===== config.mk =====
export PLATFORM = sky130hd
export DESIGN_NAME = ctrl_pipe_unit
export DESIGN_NICKNAME = d
export VERILOG_FILES = /design/src/rtl/ctrl_pipe_unit.sv
export SDC_FILE = /design/constraint.sdc
export NUM_CORES = 1
export LEC_CHECK = 0
export CORE_ASPECT_RATIO = 1.75
export CORE_UTILIZATION = 49
export DETAILED_ROUTE_END_ITERATION = 7
export HOLD_SLACK_MARGIN = 0.05
export MAX_ROUTING_LAYER = met4
export PLACE_DENSITY = 0.9
export SETUP_SLACK_MARGIN = 0.05
export SLEW_MARGIN = 20
export SYNTH_ARGS = -nofsm -noshare
export SYNTH_HDL_FRONTEND = slang
export SYNTH_SLANG_ARGS = --single-unit

===== constraint.sdc =====
create_clock -name clk -period 4.4 [get_ports clk]
set_input_delay 0.88 -clock clk [delete_from_list [all_inputs] [get_ports clk]]
set_output_delay 0.88 -clock clk [all_outputs]
set_load 0.01 [all_outputs]

===== src/rtl/ctrl_pipe_unit.sv =====
// ctrl_pipe_unit: RV32I control for a non-forwarding 5-stage pipe.
// Decodes ID into ID/EX, resolves branches in EX, stalls on RAW.
//
// Ports:
//   clk, rst                 clock, async active-high reset
//   id_instr, id_vld         ID instruction and its valid bit
//   ex_br_less, ex_br_equal  comparator flags for the EX instruction
//   ex_*                     registered control word of the EX instruction
//   ex_br_sel, flush         PC redirect / IF-ID kill (combinational)
//   stall                    hold PC and IF/ID (combinational)
//   stall_cnt, flush_cnt     saturating event counters
module ctrl_pipe_unit #(
    parameter int NUM_HAZ_STAGES = 3,
    parameter int WB_BYPASS_RF   = 1,
    parameter int CNT_W          = 32
) (
    input  logic             clk,
    input  logic             rst,
    input  logic [31:0]      id_instr,
    input  logic             id_vld,
    input  logic             ex_br_less,
    input  logic             ex_br_equal,
    output logic [3:0]       ex_alu_op,
    output logic             ex_op_a_sel,
    output logic             ex_op_b_sel,
    output logic             ex_br_unsigned,
    output logic             ex_rd_wren,
    output logic             ex_mem_wren,
    output logic             ex_mem_rden,
    output logic [1:0]       ex_wb_sel,
    output logic [2:0]       ex_l_length,
    output logic             ex_l_unsigned,
    output logic [1:0]       ex_s_length,
    output logic             ex_insn_vld,
    output logic [4:0]       ex_rd_addr,
    output logic             ex_br_sel,
    output logic             stall,
    output logic             flush,
    output logic [CNT_W-1:0] stall_cnt,
    output logic [CNT_W-1:0] flush_cnt
);

    localparam logic [6:0] OP_R     = 7'h33;
    localparam logic [6:0] OP_I     = 7'h13;
    localparam logic [6:0] OP_LD    = 7'h03;
    localparam logic [6:0] OP_S     = 7'h23;
    localparam logic [6:0] OP_B     = 7'h63;
    localparam logic [6:0] OP_JAL   = 7'h6F;
    localparam logic [6:0] OP_JALR  = 7'h67;
    localparam logic [6:0] OP_LUI   = 7'h37;
    localparam logic [6:0] OP_AUIPC = 7'h17;

    typedef enum logic [1:0] {
        BR_NONE = 2'd0,
        BR_JUMP = 2'd1,
        BR_COND = 2'd2
    } br_t;

    typedef struct packed {
        logic [3:0] alu_op;
        logic       op_a_sel;
        logic       op_b_sel;
        logic       br_unsigned;
        logic       rd_wren;
        logic       mem_wren;
        logic       mem_rden;
        logic [1:0] wb_sel;
        logic [2:0] l_length;
        logic       l_unsigned;
        logic [1:0] s_length;
        logic       insn_vld;
        logic [4:0] rd_addr;
        br_t        br_type;
        logic [2:0] br_f3;
    } ctrl_t;

    logic [6:0] opc;
    logic [6:0] f7;
    logic [2:0] f3;
    logic [4:0] rd;
    logic [4:0] rs1;
    logic [4:0] rs2;

    assign opc = id_instr[6:0];
    assign rd  = id_instr[11:7];
    assign f3  = id_instr[14:12];
    assign rs1 = id_instr[19:15];
    assign rs2 = id_instr[24:20];
    assign f7  = id_instr[31:25];

    logic is_r, is_i, is_ld, is_s, is_b;
    logic is_jal, is_jalr, is_lui, is_aui;

    assign is_r    = (opc == OP_R) && (f7 == 7'h00 || f7 == 7'h20);
    assign is_i    = (opc == OP_I);
    assign is_ld   = (opc == OP_LD);
    assign is_s    = (opc == OP_S);
    assign is_b    = (opc == OP_B);
    assign is_jal  = (opc == OP_JAL);
    assign is_jalr = (opc == OP_JALR);
    assign is_lui  = (opc == OP_LUI);
    assign is_aui  = (opc == OP_AUIPC);

    // alt picks SUB over ADD and SRA over SRL
    function automatic logic [3:0] alu_of(input logic [2:0] f,
                                          input logic alt);
        logic [3:0] op;
        unique case (f)
            3'b000: op = alt ? 4'd1 : 4'd0;
            3'b001: op = 4'd7;
            3'b010: op = 4'd2;
            3'b011: op = 4'd3;
            3'b100: op = 4'd4;
            3'b101: op = alt ? 4'd9 : 4'd8;
            3'b110: op = 4'd5;
            3'b111: op = 4'd6;
        endcase
        return op;
    endfunction

    ctrl_t dec;
    logic  use_rs1;
    logic  use_rs2;

    always_comb begin
        dec     = '0;
        use_rs1 = 1'b0;
        use_rs2 = 1'b0;
        unique case (1'b1)
            is_r: begin
                dec.alu_op  = alu_of(f3, f7[5]);
                dec.rd_wren = 1'b1;
                use_rs1     = 1'b1;
                use_rs2     = 1'b1;
            end
            is_i: begin
                // bit 30 is immediate data except for SRAI
                dec.alu_op   = alu_of(f3, (f3 == 3'b101) && f7[5]);
                dec.op_b_sel = 1'b1;
                dec.rd_wren  = 1'b1;
                use_rs1      = 1'b1;
            end
            is_ld: begin
                dec.op_b_sel   = 1'b1;
                dec.rd_wren    = 1'b1;
                dec.mem_rden   = 1'b1;
                dec.wb_sel     = 2'b01;
                dec.l_length   = f3;
                dec.l_unsigned = (f3 == 3'b100) || (f3 == 3'b101);
                use_rs1        = 1'b1;
            end
            is_s: begin
                dec.op_b_sel = 1'b1;
                dec.mem_wren = 1'b1;
                dec.s_length = f3[1:0];
                use_rs1      = 1'b1;
                use_rs2      = 1'b1;
            end
            is_b: begin
                dec.op_a_sel    = 1'b1;
                dec.op_b_sel    = 1'b1;
                dec.br_unsigned = (f3[2:1] == 2'b11);
                dec.br_type     = BR_COND;
                dec.br_f3       = f3;
                use_rs1         = 1'b1;
                use_rs2         = 1'b1;
            end
            is_jal: begin
                dec.op_a_sel = 1'b1;
                dec.op_b_sel = 1'b1;
                dec.rd_wren  = 1'b1;
                dec.wb_sel   = 2'b10;
                dec.br_type  = BR_JUMP;
            end
            is_jalr: begin
                dec.op_b_sel = 1'b1;
                dec.rd_wren  = 1'b1;
                dec.wb_sel   = 2'b10;
                dec.br_type  = BR_JUMP;
                use_rs1      = 1'b1;
            end
            is_lui: begin
                dec.alu_op   = 4'd10;
                dec.op_b_sel = 1'b1;
                dec.rd_wren  = 1'b1;
            end
            is_aui: begin
                dec.op_a_sel = 1'b1;
                dec.op_b_sel = 1'b1;
                dec.rd_wren  = 1'b1;
            end
            default: ;
        endcase
        dec.insn_vld = is_r | is_i | is_ld | is_s | is_b |
                       is_jal | is_jalr | is_lui | is_aui;
        dec.rd_addr  = dec.rd_wren ? rd : 5'd0;
    end

    ctrl_t ex_q;
    ctrl_t ld;

    always_comb begin
        ex_br_sel = 1'b0;
        case (ex_q.br_type)
            BR_JUMP: ex_br_sel = 1'b1;
            BR_COND: begin
                case (ex_q.br_f3)
                    3'b000:         ex_br_sel = ex_br_equal;
                    3'b001:         ex_br_sel = !ex_br_equal;
                    3'b100, 3'b110: ex_br_sel = ex_br_less;
                    3'b101, 3'b111: ex_br_sel = !ex_br_less;
                    default:        ex_br_sel = 1'b0;
                endcase
            end
            default: ex_br_sel = 1'b0;
        endcase
    end

    assign flush = ex_br_sel;

    // entry 0 = EX, last entry = WB
    logic [NUM_HAZ_STAGES-1:0] pnd_vld;
    logic [4:0]                pnd_rd [NUM_HAZ_STAGES];
    logic                      hazard;

    always_comb begin
        hazard = 1'b0;
        for (int i = 0; i < NUM_HAZ_STAGES - WB_BYPASS_RF; i++) begin
            if (pnd_vld[i]) begin
                if (use_rs1 && rs1 != 5'd0 && rs1 == pnd_rd[i])
                    hazard = 1'b1;
                if (use_rs2 && rs2 != 5'd0 && rs2 == pnd_rd[i])
                    hazard = 1'b1;
            end
        end
    end

    // a taken redirect makes the ID instruction wrong-path, so never stall on it
    assign stall = hazard && id_vld && !flush;
    assign ld    = (flush || stall || !id_vld) ? '0 : dec;

    always_ff @(posedge clk or posedge rst) begin
        if (rst) begin
            ex_q    <= '0;
            pnd_vld <= '0;
            for (int i = 0; i < NUM_HAZ_STAGES; i++)
                pnd_rd[i] <= 5'd0;
        end else begin
            ex_q       <= ld;
            pnd_vld[0] <= ld.rd_wren && (ld.rd_addr != 5'd0);
            pnd_rd[0]  <= ld.rd_addr;
            for (int i = 1; i < NUM_HAZ_STAGES; i++) begin
                pnd_vld[i] <= pnd_vld[i-1];
                pnd_rd[i]  <= pnd_rd[i-1];
            end
        end
    end

    always_ff @(posedge clk or posedge rst) begin
        if (rst) begin
            stall_cnt <= '0;
            flush_cnt <= '0;
        end else begin
            if (stall && stall_cnt != '1)
                stall_cnt <= stall_cnt + CNT_W'(1);
            if (flush && flush_cnt != '1)
                flush_cnt <= flush_cnt + CNT_W'(1);
        end
    end

    assign ex_alu_op      = ex_q.alu_op;
    assign ex_op_a_sel    = ex_q.op_a_sel;
    assign ex_op_b_sel    = ex_q.op_b_sel;
    assign ex_br_unsigned = ex_q.br_unsigned;
    assign ex_rd_wren     = ex_q.rd_wren;
    assign ex_mem_wren    = ex_q.mem_wren;
    assign ex_mem_rden    = ex_q.mem_rden;
    assign ex_wb_sel      = ex_q.wb_sel;
    assign ex_l_length    = ex_q.l_length;
    assign ex_l_unsigned  = ex_q.l_unsigned;
    assign ex_s_length    = ex_q.s_length;
    assign ex_insn_vld    = ex_q.insn_vld;
    assign ex_rd_addr     = ex_q.rd_addr;

endmodule

* After elaboration in Yosys (flattened, before gate mapping) *
Index checks and enable logic that the tools add are counted.

storage, ports and cells
  input bits = 37
  flip-flop bits (word level) = 100
  output and inout bits = 91
  word-level logic and storage cells = 125

cells by class
  add/sub/neg operators = 2
  reductions and logical operators = 35
  bitwise operators = 8
  mux-type cells = 30
  equality and inequality tests = 31

operators by type and width
  operator                                                                count
  32-bit by 1-bit adder with 32-bit output (second input constant)        2
  32-bit != test (second input constant)                                  2
  4-bit one-hot mux with 8 select lines                                   2
  29-bit two-way mux                                                      1
  7-bit by 6-bit equality test with 1-bit output (second input constant)  4
  3-bit equality test (second input constant)                             8
  7-bit equality test (second input constant)                             3
  5-bit equality test                                                     4
  1-bit two-way mux                                                       18
  5-bit nonzero test                                                      3
  7-bit by 5-bit equality test with 1-bit output (second input constant)  2
  1-bit logical AND                                                       13
  4-bit one-hot mux with 3 select lines                                   1
  1-bit OR                                                                8
  2-bit one-hot mux with 2 select lines                                   2
  8-bit OR reduction                                                      1
  7-bit by 2-bit equality test with 1-bit output (second input constant)  1
  7-bit zero test                                                         1
  7-bit OR reduction                                                      1
  3-bit by 1-bit equality test with 1-bit output (second input constant)  2
  3-bit by 2-bit equality test with 1-bit output (second input constant)  2
  3-bit zero test                                                         2
  2-bit OR reduction                                                      3
  3-bit OR reduction                                                      2
  11 further kinds                                                        18

* Logic depth before layout (Yosys ltp) *
  word-level depth = 20
  mapped depth = 9
  gate-level depth less buffers = 8

* Least setup slack after synthesis *
Ideal clock, no wire load.

  kind = in2out
  start = input id_instr[5]
  end = output stall
  stages on the path = 7
  slack = 1.255 ns
  arrival = 2.265 ns
  required time = 3.520 ns
  cells stage by stage = clkbuf_1 nor2b_1 nand4_1 nand2_1 a32oi_1 clkbuf_1 nor3b_1

on the way
  word-level cells in the longest chain between the ends = 14
  elaborated cells between the ends (all ways) = 25
  those cells by class = eq/ne (6); mux (8); reduce/logical (11)

ends and longest elaborated chain
  element                                         RTL line  text
  start, declared                                 19        input logic [31:0] id_instr,
  7-bit by 6-bit equality test with 1-bit output  94        assign is_r = (opc == OP_R) && (f7 == 7'h00 || f7 == 7'h20);
  1-bit logical AND                               94
  6-bit OR reduction (no source line)             -
  1-bit two-way mux                               129       unique case (1'b1)
  1-bit logical AND (2 in series)                 230       if (use_rs1 && rs1 != 5'd0 && rs1 == pnd_rd[i])
  1-bit two-way mux                               230
  1-bit two-way mux                               232       if (use_rs2 && rs2 != 5'd0 && rs2 == pnd_rd[i])
  1-bit two-way mux                               229       if (pnd_vld[i]) begin
  1-bit two-way mux                               230
  1-bit two-way mux                               232
  1-bit two-way mux (*)                           229
  1-bit logical AND (*) (2 in series)             239       assign stall = hazard && id_vld && !flush;
  end, declared                                   37        output logic stall,

Mark *: on every way between the ends. The rest lies on a longest branch, timed or not.

* Worst setup path after layout *
  start = input id_instr[26]
  end = output stall

on the way
  word-level cells in the longest chain between the ends = 15
  elaborated cells between the ends (all ways) = 22
  those cells by class = eq/ne (1); mux (8); reduce/logical (13)

ends and longest elaborated chain
  element                                                                                   RTL line
  7-bit by 6-bit equality test with 1-bit output / 7-bit zero test (equally long branches)  94
  1-bit logical OR (*)                                                                      94
  1-bit logical AND (*)                                                                     94
  6-bit OR reduction (no source line)                                                       -
  1-bit two-way mux                                                                         129
  1-bit logical AND (2 in series)                                                           230
  1-bit two-way mux                                                                         230
  1-bit two-way mux                                                                         232
  1-bit two-way mux                                                                         229
  1-bit two-way mux                                                                         230
  1-bit two-way mux                                                                         232
  1-bit two-way mux (*)                                                                     229
  1-bit logical AND (*) (2 in series)                                                       239

Marked as above.

==> results.sh <==
export IMPL_pwr_share_clk_pct=43.3
export IMPL_cp_cell_sequence="clkdlybuf4s50_1 > nor4_1 > nand4_1 > and3_1 > nor3b_1 > clkdlybuf4s50_1"
export IMPL_power_report_internal_total_w=0.00142
export IMPL_fp_dieH_um=136
export IMPL_critical_path_max_stage_delay_ps=590
export IMPL_dpl_hpwl_mm=9.71
export IMPL_place_congestion=0.968
export IMPL_detailedPlace_worstSlack_ps=369
export IMPL_total_grt_overflow=0
export IMPL_outcome="completed"
export IMPL_grt_antenna_before_repair=0
export IMPL_synthesis_instances=490
export IMPL_maximum_level_of_the_cts_h_tree=3
export IMPL_worst_ep_arrival_time_ps=3210
export IMPL_p_seq_share_pct=50.7
export IMPL_cts_buffer_count=9
export IMPL_floorplan_die_area_sq_um=10700
export IMPL_fmax_mhz=244
export IMPL_ant_nets=0
export IMPL_post_layout_nonfiller_instances=728
export IMPL_dpl_cell_area_sq_um=6320
export IMPL_worstMarginPinSlew_ps=801
export IMPL_path_clk_slew_ps=60
export IMPL_net_sw_share_pct=21.6
export IMPL_drtPass1Iterations=5
export IMPL_timing_max_transition_violations_final=0
export IMPL_hold_viol=0
export IMPL_n_antenna_cell=0
export IMPL_critical_path_required_ps=3520
export IMPL_synth_ff_latch_count=99
export IMPL_period_minus_slack_ps=4090
export IMPL_timing_final_ws_setup_ps=307
export IMPL_post_route_cells_drive_above_1_share_pct=6.14
export IMPL_synthToLayoutAreaGrowth_pct=31.1
export IMPL_num_nets_final=639
export IMPL_numPortBuffers=127
export IMPL_vias_in_the_first_global_route=4283
export IMPL_clk_path_buf_depth=2
export IMPL_worst_setup_path_type="primary input to output port"
export IMPL_synth_distinct_cells=55
export IMPL_vdd_ir_drop_worst_mv=0.192
export IMPL_finalCoreUtilization_pct=66.8
export IMPL_synth_top_flop_cell="sky130_fd_sc_hd__dfrtp_1"
export IMPL_routedWlPerCell_um=17.6
export IMPL_fin_worst_skew_ps=7.35
export IMPL_floorplan_io_pins=128
export IMPL_cp_common_cell="sky130_fd_sc_hd__clkdlybuf4s50_1"
export IMPL_mappedNetlistNets=531
export IMPL_root_buffer_cell="sky130_fd_sc_hd__clkbuf_16"
export IMPL_ys_warn_count=0
export IMPL_drc=0
export IMPL_track_usage_pct=25.9
export IMPL_final_cell_area_sq_um=6620
export IMPL_timing_critical_path_slowest_stage_cell="sky130_fd_sc_hd__clkdlybuf4s50_1"
export IMPL_cellPowerDensity_nw_per_um2=273
export IMPL_initial_utilization_pct=50.9
export IMPL_setup_viol=0
export IMPL_cp_start_kind="primary input"
export IMPL_maximum_number_of_pins_on_one_net_before_global_route_repair=38
export IMPL_power_combinational_fraction_pct=6.0
export IMPL_grt_first_pass_wirelength_mm=20.8
export IMPL_max_cap_viol_count=0
export IMPL_placedCellCount=712
export IMPL_crit_path_end_kind="output port"
export IMPL_synthArstFlopShare_pct=100
export IMPL_total_leakage_power_nw=2.89
export IMPL_final_min_period_over_clock_period_pct=93.0
export IMPL_fp_dieW_um=78.7
export IMPL_synth_edf_count=0
export IMPL_grt_setup_unrepaired="no"
export IMPL_average_via_count_per_standard_cell=5.82
export IMPL_timing_critical_path_fanout_max=6
export IMPL_clock_insertion_delay_worst_skew_ps=330
export IMPL_switchingPower_w=0.000389
export IMPL_post_cts_resized=0
export IMPL_dr_first_iter_drc_count=260
export IMPL_maxSlewHeadroom_pct=46.6
export IMPL_postRouteWirelength_mm=12.8
export IMPL_cts_hold_buffers=0
export IMPL_clkSinkCount=99
export IMPL_core_region_area_sq_um=9910
export IMPL_holdCritPathClass="flop to flop"
export IMPL_synth_area_per_cell_sq_um=10.3
export IMPL_post_synth_instance_area_sq_um=5050
export IMPL_row_count=48
export IMPL_vias=4234
export IMPL_final_total_negative_setup_slack_ps=0
export IMPL_synth_seq_area_share_pct=49.1
export IMPL_post_cts_buffers=0
export IMPL_tritoncts="yes"
[power by group through the flow]
stage,logic (W),registers (W),clock network [W]
floorplan,0.0000509,0.000931,0
finish,0.000109,0.000914,0.000782
global placement,0.000106,0.000931,0
global route,0.000120,0.000914,0.000825
CTS,0.000110,0.000914,0.000792
detailed placement,0.000109,0.000931,0
[cell families (layout without fill, tap and decap cells)]
kind of cell / count (synthesis) / in the layout / share of synthesized area (%)
and+or+nand+nor: 229 / 229 / 26.3
DFF: 99 / 99 / 49.1
xor gates and xnor gates: 82 / 82 / 14.2
buffers and inverters: 47 / 160 / 4.88
AOI/OAI and AO/OA: 24 / 24 / 3.42
adders and majority gates: 5 / 5 / 1.19
muxes: 4 / 4 / 0.868
[worst max-delay path: cells and delay by family]
| kind | cells | cell delay, ps |
|---|---|---|
| buffers and inverters | 2 | 990 |
| and+or+nand+nor | 4 | 1330 |
[through the flow]
step | total power (W) | hold slack, ps
final | 0.00180 | 418
after global placement | 0.00104 | 395
after detailed placement | 0.00104 | 402
after global routing | 0.00186 | 431
after CTS | 0.00182 | 417
after floorplan | 0.000982 | 374
[per-layer routing]
| metal | vias to the layer above | routed length, um | global-route usage, % |
|---|---|---|---|
| met4 | 0 | 405 | 11.4 |
| met2 | 188 | 7090 | 46.6 |
| li1 | 1950 | - | - |
| met1 | 2066 | 4670 | 27.7 |
| met5 | - | 0 | - |
| met3 | 30 | 683 | 3.83 |
[layout make-up]
cell class | count | area, sq um
Multi-Input combinational cell | 344 | 2330
Timing Repair Buffer | 132 | 1310
Clock buffer | 11 | 243
Inverter | 12 | 47.5
Sequential cell | 99 | 2480
Clock inverter | 5 | 52.6
Tap cell | 125 | 156
Fill cell | 766 | 3290
[layout by cell type (no fill, tap or decap), types with 8 or more instances in the layout]
cell type,instances
sky130_fd_sc_hd__clkbuf_16,9
sky130_fd_sc_hd__and2_1,10
sky130_fd_sc_hd__nor2_1,16
sky130_fd_sc_hd__clkdlybuf4s50_1,127
sky130_fd_sc_hd__nor4_1,20
sky130_fd_sc_hd__xnor2_1,36
sky130_fd_sc_hd__nand2_1,35
sky130_fd_sc_hd__and3_1,15
sky130_fd_sc_hd__xor2_1,46
sky130_fd_sc_hd__nor3_1,37
sky130_fd_sc_hd__nand3_1,26
sky130_fd_sc_hd__inv_1,10
sky130_fd_sc_hd__nand4_1,33
sky130_fd_sc_hd__dfrtp_1,99
sky130_fd_sc_hd__and4_1,8
[state kept, by name, summed over array words and instances, names as in the netlist]
register,cells
ex_alu_op,4
ex_br_unsigned,1
ex_insn_vld,1
ex_l_length,3
ex_l_unsigned,1
ex_mem_rden,1
ex_mem_wren,1
ex_op_a_sel,1
ex_op_b_sel,1
ex_q,5
ex_rd_wren,1
ex_s_length,2
ex_wb_sel,1
flush_cnt,32
pnd_rd,10
pnd_vld,2
stall_cnt,32
[final timing paths]
| check | startpoint | to | slack (ps) | cells after the start |
|---|---|---|---|---|
| max | id_instr[26] | stall | 310 | 6 |
| max in group asynchronous | rst | stall_cnt[15] | 2720 | 3 |
| min | pnd_vld[0] | pnd_vld[1] | 420 | 0 |
| max reg2reg | stall_cnt[0] | stall_cnt[1] | 1370 | 7 |
| min reg2reg | pnd_vld[0] | pnd_vld[1] | 420 | 0 |
| min in group asynchronous | rst | flush_cnt[10] | 880 | 2 |
[cell usage after synthesis (2+ instances only)]
cell | count | area, sq um
sky130_fd_sc_hd__dfrtp_1 | 99 | 2480
sky130_fd_sc_hd__xor2_1 | 46 | 403
sky130_fd_sc_hd__nor3_1 | 37 | 185
sky130_fd_sc_hd__xnor2_1 | 36 | 315
sky130_fd_sc_hd__nand2_1 | 35 | 131
sky130_fd_sc_hd__nand4_1 | 33 | 206
sky130_fd_sc_hd__nand3_1 | 26 | 130
sky130_fd_sc_hd__nor4_1 | 20 | 125
sky130_fd_sc_hd__buf_4 | 17 | 128
sky130_fd_sc_hd__nor2_1 | 16 | 60.1
sky130_fd_sc_hd__and3_1 | 15 | 93.8
sky130_fd_sc_hd__clkbuf_1 | 12 | 45.0
sky130_fd_sc_hd__inv_1 | 11 | 41.3
sky130_fd_sc_hd__and2_1 | 10 | 62.6
sky130_fd_sc_hd__and4_1 | 8 | 70.1
sky130_fd_sc_hd__a21oi_1 | 5 | 25.0
sky130_fd_sc_hd__buf_2 | 5 | 25.0
sky130_fd_sc_hd__nor4_2 | 5 | 62.6
sky130_fd_sc_hd__ha_1 | 4 | 50.1
sky130_fd_sc_hd__nor3b_1 | 4 | 30.0
sky130_fd_sc_hd__mux2_2 | 3 | 33.8
sky130_fd_sc_hd__nand2b_1 | 3 | 18.8
sky130_fd_sc_hd__o21ai_0 | 3 | 15.0
sky130_fd_sc_hd__a31oi_1 | 2 | 12.5
sky130_fd_sc_hd__nor3_2 | 2 | 20.0
sky130_fd_sc_hd__o211a_1 | 2 | 20.0
sky130_fd_sc_hd__o22ai_1 | 2 | 12.5
sky130_fd_sc_hd__or3_1 | 2 | 12.5
Note: power is estimated with default switching activity, not from simulation.
